File: config.mk
export PLATFORM = sky130hd
export DESIGN_NAME = onehot_event_encoder_flat
export DESIGN_NICKNAME = d
export VERILOG_FILES = /design/src/rtl/onehot_event_encoder_if.sv /design/src/rtl/onehot_event_encoder.sv /design/src/flat_wrapper.sv
export SDC_FILE = /design/constraint.sdc
export NUM_CORES = 1
export LEC_CHECK = 0
export ABC_AREA = 0
export CAP_MARGIN = 20
export CORE_UTILIZATION = 50
export CTS_CLUSTER_DIAMETER = 150
export CTS_CLUSTER_SIZE = 8
export DETAILED_ROUTE_END_ITERATION = 8
export PLACE_DENSITY_LB_ADDON = 0.25
export SLEW_MARGIN = 25
export SYNTH_ARGS = -nofsm -noshare
export SYNTH_HDL_FRONTEND = slang
export SYNTH_SLANG_ARGS = --single-unit
File: constraint.sdc
create_clock -name clk -period 2.16 [get_ports clk]
set_input_delay 0.54 -clock clk [delete_from_list [all_inputs] [get_ports clk]]
set_output_delay 0.54 -clock clk [all_outputs]
set_load 0.1 [all_outputs]
File: src/rtl/onehot_event_encoder_if.sv
// Valid/ready stream that carries the encoded event code from the encoder to its consumer.
interface onehot_event_encoder_if #(
  parameter int CODE_WIDTH = 3
);
  logic [CODE_WIDTH-1:0] code_out;
  logic                  code_valid;
  logic                  code_ready;

  modport master (output code_out, output code_valid, input code_ready);
  modport slave  (input code_out, input code_valid, output code_ready);
endinterface

File: src/rtl/onehot_event_encoder.sv
// Synchronizes request lines, latches rising edges as pending events and streams them as codes.
// Define ENCODER_ROUND_ROBIN_EN for round-robin arbitration; default is highest-index priority.
module onehot_event_encoder #(
  parameter int IN_WIDTH    = 7,
  parameter int CODE_WIDTH  = 3,
  parameter int SYNC_STAGES = 2
) (
  input  logic                     clk,
  input  logic                     rst_n,
  input  logic [IN_WIDTH-1:0]      req_in,
  onehot_event_encoder_if.master   stream,
  output logic [IN_WIDTH-1:0]      pending_out,
  output logic                     overflow,
  input  logic                     overflow_clr
);

  localparam int IDX_W = (IN_WIDTH > 1) ? $clog2(IN_WIDTH) : 1;

  logic [SYNC_STAGES-1:0][IN_WIDTH-1:0] sync_reg;
  logic [IN_WIDTH-1:0]   sync_out;
  logic [IN_WIDTH-1:0]   prev_reg;
  logic [IN_WIDTH-1:0]   rise_det;
  logic [IN_WIDTH-1:0]   pending_reg, pending_next;
  logic [IN_WIDTH-1:0]   clr_mask;
  logic [CODE_WIDTH-1:0] code_reg, code_next;
  logic                  valid_reg, valid_next;
  logic                  overflow_reg, overflow_next;
  logic                  load_en;
  logic                  take;
  logic                  ovf_hit;
  logic                  sel_found;
  logic [CODE_WIDTH-1:0] sel_idx;

  always_ff @(posedge clk or negedge rst_n) begin
    if (!rst_n) begin
      sync_reg <= '0;
      prev_reg <= '0;
    end else begin
      sync_reg[0] <= req_in;
      for (int s = 1; s < SYNC_STAGES; s++) begin
        sync_reg[s] <= sync_reg[s-1];
      end
      prev_reg <= sync_out;
    end
  end

  assign sync_out = sync_reg[SYNC_STAGES-1];
  assign load_en  = ~valid_reg | stream.code_ready;
  assign take     = load_en & sel_found;

  genvar gi;
  generate
    for (gi = 0; gi < IN_WIDTH; gi++) begin : g_line
      assign rise_det[gi] = sync_out[gi] & ~prev_reg[gi];
      assign clr_mask[gi] = take & (sel_idx == CODE_WIDTH'(gi));
    end
  endgenerate

  // A line being loaded this cycle has room for one more event, so only untouched bits overflow.
  assign ovf_hit = |(rise_det & pending_reg & ~clr_mask);

`ifdef ENCODER_ROUND_ROBIN_EN
  logic [CODE_WIDTH-1:0] ptr_reg;

  always_comb begin
    int cand;
    sel_found = 1'b0;
    sel_idx   = '0;
    cand      = 0;
    for (int i = 1; i <= IN_WIDTH; i++) begin
      cand = int'(ptr_reg) + i;
      if (cand >= IN_WIDTH) cand = cand - IN_WIDTH;
      if (!sel_found && pending_reg[IDX_W'(cand)]) begin
        sel_found = 1'b1;
        sel_idx   = CODE_WIDTH'(cand);
      end
    end
  end

  always_ff @(posedge clk or negedge rst_n) begin
    if (!rst_n) begin
      ptr_reg <= CODE_WIDTH'(IN_WIDTH - 1);
    end else if (take) begin
      ptr_reg <= sel_idx;
    end
  end
`else
  always_comb begin
    sel_found = 1'b0;
    sel_idx   = '0;
    for (int i = 0; i < IN_WIDTH; i++) begin
      if (pending_reg[i]) begin
        sel_found = 1'b1;
        sel_idx   = CODE_WIDTH'(i);
      end
    end
  end
`endif

  always_comb begin
    pending_next  = (pending_reg & ~clr_mask) | rise_det;
    overflow_next = overflow_reg;
    code_next     = code_reg;
    valid_next    = valid_reg;
    if (ovf_hit) begin
      overflow_next = 1'b1;
    end else if (overflow_clr) begin
      overflow_next = 1'b0;
    end
    if (load_en) begin
      if (sel_found) begin
        code_next  = sel_idx + CODE_WIDTH'(1);
        valid_next = 1'b1;
      end else begin
        code_next  = '0;
        valid_next = 1'b0;
      end
    end
  end

  always_ff @(posedge clk or negedge rst_n) begin
    if (!rst_n) begin
      pending_reg  <= '0;
      overflow_reg <= 1'b0;
      code_reg     <= '0;
      valid_reg    <= 1'b0;
    end else begin
      pending_reg  <= pending_next;
      overflow_reg <= overflow_next;
      code_reg     <= code_next;
      valid_reg    <= valid_next;
    end
  end

  assign stream.code_out   = code_reg;
  assign stream.code_valid = valid_reg;
  assign pending_out       = pending_reg;
  assign overflow          = overflow_reg;

endmodule

File: src/flat_wrapper.sv
// flat-port wrapper written by rule: the top's interface ports become plain ports
module onehot_event_encoder_flat 
#(
  parameter int IN_WIDTH    = 7,
  parameter int CODE_WIDTH  = 3,
  parameter int SYNC_STAGES = 2
)
  (clk, rst_n, req_in, pending_out, overflow, overflow_clr, stream_code_out, stream_code_valid, stream_code_ready);
  onehot_event_encoder_if #(.CODE_WIDTH(CODE_WIDTH)) stream_i ();
  input  logic clk;
  input  logic rst_n;
  input  logic [IN_WIDTH-1:0] req_in;
  output logic [IN_WIDTH-1:0] pending_out;
  output logic overflow;
  input  logic overflow_clr;
  output wire logic [$bits(stream_i.code_out)-1:0] stream_code_out;
  output wire logic [$bits(stream_i.code_valid)-1:0] stream_code_valid;
  input wire logic [$bits(stream_i.code_ready)-1:0] stream_code_ready;
  assign stream_code_out = stream_i.code_out;
  assign stream_code_valid = stream_i.code_valid;
  assign stream_i.code_ready = stream_code_ready;
  onehot_event_encoder #(.IN_WIDTH(IN_WIDTH), .CODE_WIDTH(CODE_WIDTH), .SYNC_STAGES(SYNC_STAGES)) u_core (.clk(clk), .rst_n(rst_n), .req_in(req_in), .stream(stream_i), .pending_out(pending_out), .overflow(overflow), .overflow_clr(overflow_clr));
endmodule
Yosys cells after proc, flatten, opt, wreduce, memory -nomap -nowiden
Cells that the tools add are included.
- latch bits: 0
- memories: 0
- ROM bits: 0
- input port bits: 11
- flip-flop bits (word level): 33
- bits in writable memories: 0
- logic and storage cells: 63
- output and inout bits: 12
- shift-type cells: 0
- multipliers: 0
- eq/ne operators: 6
- mux-type cells: 17
- magnitude comparators: 0
- add/sub/neg operators: 1
- bitwise gates (word level): 29
- divide/modulo/power cells: 0
- reductions and logical operators: 3
- operators with widths (kind ; number):
    $and 7x7->7 ; 3
    $and 1x1->1 ; 15
    $mux 3 ; 4
    $mux 1 ; 11
    $eq 3x3->1 const B ; 3
    $not 1->1 ; 8
    $not 7->7 ; 1
    $or 7x7->7 ; 1
    $reduce_or 7->1 ; 1
    $eq 3x2->1 const B ; 2
    $mux 2 ; 2
    $add 3x1->3 const B ; 1
    $eq 3x1->1 const B ; 1
    $logic_not 3->1 ; 1
    $reduce_bool 2->1 ; 1
    $or 1x1->1 ; 1

Depth between registers and ports, before layout
Gate-level depths: netlist of run 1.
- word-level depth: 13
- mapped depth: 9
- depth with buffers taken out: 9

Worst setup path before layout of run 1
Ideal clock, no wire load.
- path kind: reg2reg
- start: reg u_core.pending_reg[2], in the netlist u_core.pending_out[2]
- end: reg u_core.overflow_reg, in the netlist u_core.overflow
- slack: -207 ps
- clock period less this slack: 2367 ps
- path buffers: 0
- required time: 2087 ps
- cell stages (with the launch flop): 10
- setup time: 73 ps
- arrival: 2293 ps
- cell sequence: dfrtp_1 > nand2b_1 > a21oi_1 > o21bai_1 > inv_1 > ha_1 > ha_1 > a211oi_1 > nor4_1 > nand3_1
- longest elaborated chain between the ends: 11
- elaborated cells between the ends (all ways): 31
- classes of those cells: eq/ne (6); mux (11); bitwise (11); reduce/logical (3)
- ends and longest elaborated chain (what ; line ; source):
    from (decl) ; onehot_event_encoder.sv:23 ; logic [IN_WIDTH-1:0] pending_reg, pending_next;
    from (signal assigned) ; onehot_event_encoder.sv:128 ; pending_reg <= pending_next;
    $mux 2 / $mux 1 (equally long branches) (2 in series) ; onehot_event_encoder.sv:92 ; if (pending_reg[i]) begin
    $mux 3 / $mux 1 (equally long branches) (3 in series) ; onehot_event_encoder.sv:92 ;
    $eq 3x1->1 (tied with other cells) ; onehot_event_encoder.sv:55 ; assign clr_mask[gi] = take & (sel_idx == CODE_WIDTH'(gi));
    $and 1x1->1 ; onehot_event_encoder.sv:55 ;
    $not 7->7 ; onehot_event_encoder.sv:60 ; assign ovf_hit = |(rise_det & pending_reg & ~clr_mask);
    $and 7x7->7 * ; onehot_event_encoder.sv:60 ;
    $reduce_or 7->1 * ; onehot_event_encoder.sv:60 ;
    $mux 1 / $reduce_bool 2->1 (equally long branches) ; - ;
    to (signal assigned) ; onehot_event_encoder.sv:129 ; overflow_reg <= overflow_next;
    to (decl) ; onehot_event_encoder.sv:27 ; logic overflow_reg, overflow_next;
Mark *: on every way between the ends. The rest lies on a longest branch, timed or not.
A chain may end at the register's enable or synchronous reset.

Final worst setup path of run 1
Same ends and word-level chain as after synthesis.

==> results_dict.tcl, run 1 <==
set metrics [dict create \
    grt_overflow_total 0 \
    power_frac_seq 0.406 \
    largest_family_of_logic_cells_by_synthesized_area "simple AND/OR/NAND/NOR gates" \
    compound_cell_area_share_of_the_yosys_netlist 0.108 \
    die_area_sq_um 2700 \
    synth_area_per_cell_sq_um 12.3 \
    rsz0062_at_grt "no" \
    critPathMostFrequentCell "sky130_fd_sc_hd__ha_1" \
    worstSetupPathType "reg -> reg" \
    longest_individual_stage_delay_on_the_worst_path_ns 0.44 \
    first_pass_grt_wire_length_microns 3800 \
    critical_path_arrival_ns 2.10 \
    placementRows 17 \
    max_freq_mhz 524 \
    dieWidth_microns 52 \
    holdWs_ns 0.357 \
    fin_tns_setup_ns 0 \
    power.clock.fraction 0.186 \
    cp_cell_sequence "nand2b_1, a21oi_1, o21bai_1, inv_1, ha_1, ha_1, a211oi_1, nor4_1, nand3_1" \
    leakagePower_nw 0.722 \
    synth_flop_cell "sky130_fd_sc_hd__dfrtp_1" \
    core_region_area_sq_um 2280 \
    slew_violations 0 \
    area_taken_by_multi_input_logic_gates_sq_um 377 \
    drt_iter0_markers 28 \
    starting_density 0.549 \
    antenna_left 0 \
    fillCellCount 184 \
    route.final.wire_length_microns 2270 \
    final-setup-viol-count 0 \
    drt_drc_violations_left 0 \
    timing.final.crit_share 0.884 \
    finalClockSkew_ns 0.00623 \
    post-cts-setup-buffer-count 0 \
    critPathRequiredTime_ns 2.35 \
    timing_worst_slew_pin_value_ns 0.396 \
    finalWorstPathRequiredPeriod_ns 1.91 \
    antenna_cells 0 \
    critPathCaptureType "flop" \
    drt_pass1_iterations 4 \
    drive_above_1_share 0.220 \
    final_stage_net_count 147 \
    ys_seq_area_frac 0.661 \
    number_of_nets_produced_by_synthesis 118 \
    worstPathBufferInverterCount 1 \
    finalWeightedCongestion 0.847 \
    share_comb_of_total_power 0.408 \
    sequential_cell_area_sq_um 832 \
    cts_num_sinks 33 \
    groute.usage.overall 0.206 \
    routed_wire_length_per_instance_microns 14.2 \
    cts_tree "yes" \
    cts_h_tree_lvls 2 \
    post-route-util 0.685 \
    cts_root_buf "sky130_fd_sc_hd__clkbuf_4" \
    slew-limit-headroom 0.736 \
    xor_xnor_portion_of_the_synthesized_cell_area 0 \
    clock_tree.buffer_depth 2 \
    first_global_vias 824 \
    vdd_ir_drop_max_uv 740 \
    clkSlewWorstSetupHoldPaths_ns 0.10 \
    run_status "complete, no violations" \
    synth_warnings 0 \
    power_switching_share 0.449 \
    place.port_buffers 22 \
    grt_max_degree 34 \
    io_pins 23 \
    layout-area-overhead-vs-synth_pct 24.7 \
    timing.max_cap.violations 0 \
    critPathLaunchType "flop" \
    post_synth_num_cell_types 26 \
    die_height_microns 52 \
    family_with_the_most_delay_on_the_worst_path "simple AND/OR/NAND/NOR gates" \
    p_per_area_nw_per_um2 1210 \
    post_cts_resized 0 \
    cts-buffers-inserted 5 \
    clk-insertion-delay-late_ns 0.32 \
    route.vias.total 838 \
    count_of_state_elements_after_synthesis 33 \
    hp-class "reg -> reg" \
    dp_hpwl_microns 1700 \
    placed_cells 152 \
    synth_edf_count 0 \
    synth.area.mux_share 0 \
    cp_slowest_cell "sky130_fd_sc_hd__dfrtp_2" \
    post_synth_instance_area_sq_um 1250 \
    hold_viol 0 \
    synth-adder-area-share 0.0501 \
    finalNonFillerCells 160 \
    power.net_switching_w 0.000850 \
    synth_async_sr_flop_share 1.00 \
    synth-simple-area-share 0.143 \
    grt_antenna_before_repair 0 \
    cts_hold_buffers 0 \
    synthesis.instances 102 \
    drt-vias-per-instance 5.24 \
    power_report.internal_total_w 0.00104 \
    crit_fanout 5 \
]
[per-stage QoR]
step | area, sq um | power, W | setup WS (ns)
after floorplan | 1260 | 0.00135 | 0.0395
after global placement | 1500 | 0.00155 | 0.181
after detailed placement | 1500 | 0.00155 | 0.133
after CTS | 1560 | 0.00191 | 0.244
after global routing | 1560 | 0.00199 | 0.112
final | 1560 | 0.00189 | 0.250
[area by class of cell]
cell class,instances,area share
clock inverters,1,0.00482
repair buffers,23,0.135
flip-flops and latches,33,0.534
inverters,10,0.0273
well taps,28,0.0225
multi-input cells,58,0.242
clock buffers,7,0.0353
[cells by family (layout without fill, tap and decap cells)]
group,count (synthesis),after routing
AO/OA/AOI/OAI,23,23
adder cells (fa/ha/maj),5,5
buffers and inverters,11,41
flip-flops,33,33
AND/OR/NAND/NOR,30,30
[metal layers]
layer  routed length [microns]  GRT usage  vias to the layer above
met5                         0          0                        -
met4                        73      0.104                        0
met3                       103     0.0731                        9
met2                      1080      0.312                       24
met1                      1010      0.258                      405
li1                          -          -                      400
[power groups by stage]
stage	Sequential, W	Clock, W	Combinational (W)
6_report	0.000769	0.000352	0.000772
4_1_cts	0.000769	0.000361	0.000778
2_1_floorplan	0.00117	0	0.000184
3_5_place_dp	0.000780	0	0.000772
5_1_grt	0.000778	0.000391	0.000823
3_3_place_gp	0.000777	0	0.000769
[cells in the final DEF (no fill, tap or decap), types with 2 or more instances in the layout]
master / instances
sky130_fd_sc_hd__ha_1: 5
sky130_fd_sc_hd__inv_1: 9
sky130_fd_sc_hd__dfrtp_2: 5
sky130_fd_sc_hd__a21oi_1: 6
sky130_fd_sc_hd__clkdlybuf4s50_1: 10
sky130_fd_sc_hd__nor2_1: 2
sky130_fd_sc_hd__nand2b_1: 3
sky130_fd_sc_hd__clkbuf_4: 5
sky130_fd_sc_hd__dfrtp_1: 28
sky130_fd_sc_hd__buf_4: 12
sky130_fd_sc_hd__nand3b_1: 5
sky130_fd_sc_hd__nand2_1: 11
sky130_fd_sc_hd__nor2b_1: 2
sky130_fd_sc_hd__o21ai_0: 9
sky130_fd_sc_hd__a22o_1: 2
[worst paths after layout]
| kind | start | end | slack [ns] | cells past startpoint |
|---|---|---|---|---|
| max in group asynchronous | rst_n | u_core.pending_out[1] | 1.23 | 2 |
| setup / recovery | u_core.pending_out[2] | u_core.overflow | 0.25 | 9 |
| min in group asynchronous | rst_n | u_core.prev_reg[3] | 0.62 | 2 |
| setup reg to reg | u_core.pending_out[2] | u_core.overflow | 0.25 | 9 |
| hold / removal | u_core.sync_reg[0] | u_core.sync_out[0] | 0.36 | 0 |
| hold reg to reg | u_core.sync_reg[0] | u_core.sync_out[0] | 0.36 | 0 |
[synth_stat cells, types with 2 or more instances]
cell	n	area share
sky130_fd_sc_hd__ha_1	5	0.050
sky130_fd_sc_hd__nor2b_1	2	0.010
sky130_fd_sc_hd__nor2_1	2	0.0060
sky130_fd_sc_hd__nand3b_1	5	0.030
sky130_fd_sc_hd__dfrtp_1	33	0.66
sky130_fd_sc_hd__o21ai_0	9	0.036
sky130_fd_sc_hd__inv_1	9	0.027
sky130_fd_sc_hd__a22o_1	2	0.014
sky130_fd_sc_hd__nand2b_1	3	0.015
sky130_fd_sc_hd__nand2_1	11	0.033
sky130_fd_sc_hd__a21oi_1	6	0.024
Power figures use the tool's default switching activity.
==> inputs of run 2 (changes only) <==
--- a/config.mk
+++ b/config.mk
@@ -12,7 +12,7 @@
 export CTS_CLUSTER_SIZE = 8
 export DETAILED_ROUTE_END_ITERATION = 8
 export PLACE_DENSITY_LB_ADDON = 0.25
-export SLEW_MARGIN = 25
+export SLEW_MARGIN = 20
 export SYNTH_ARGS = -nofsm -noshare
 export SYNTH_HDL_FRONTEND = slang
 export SYNTH_SLANG_ARGS = --single-unit
==> results of run 2 <==
Final layout, timing and power as in run 1 (identical DEF).
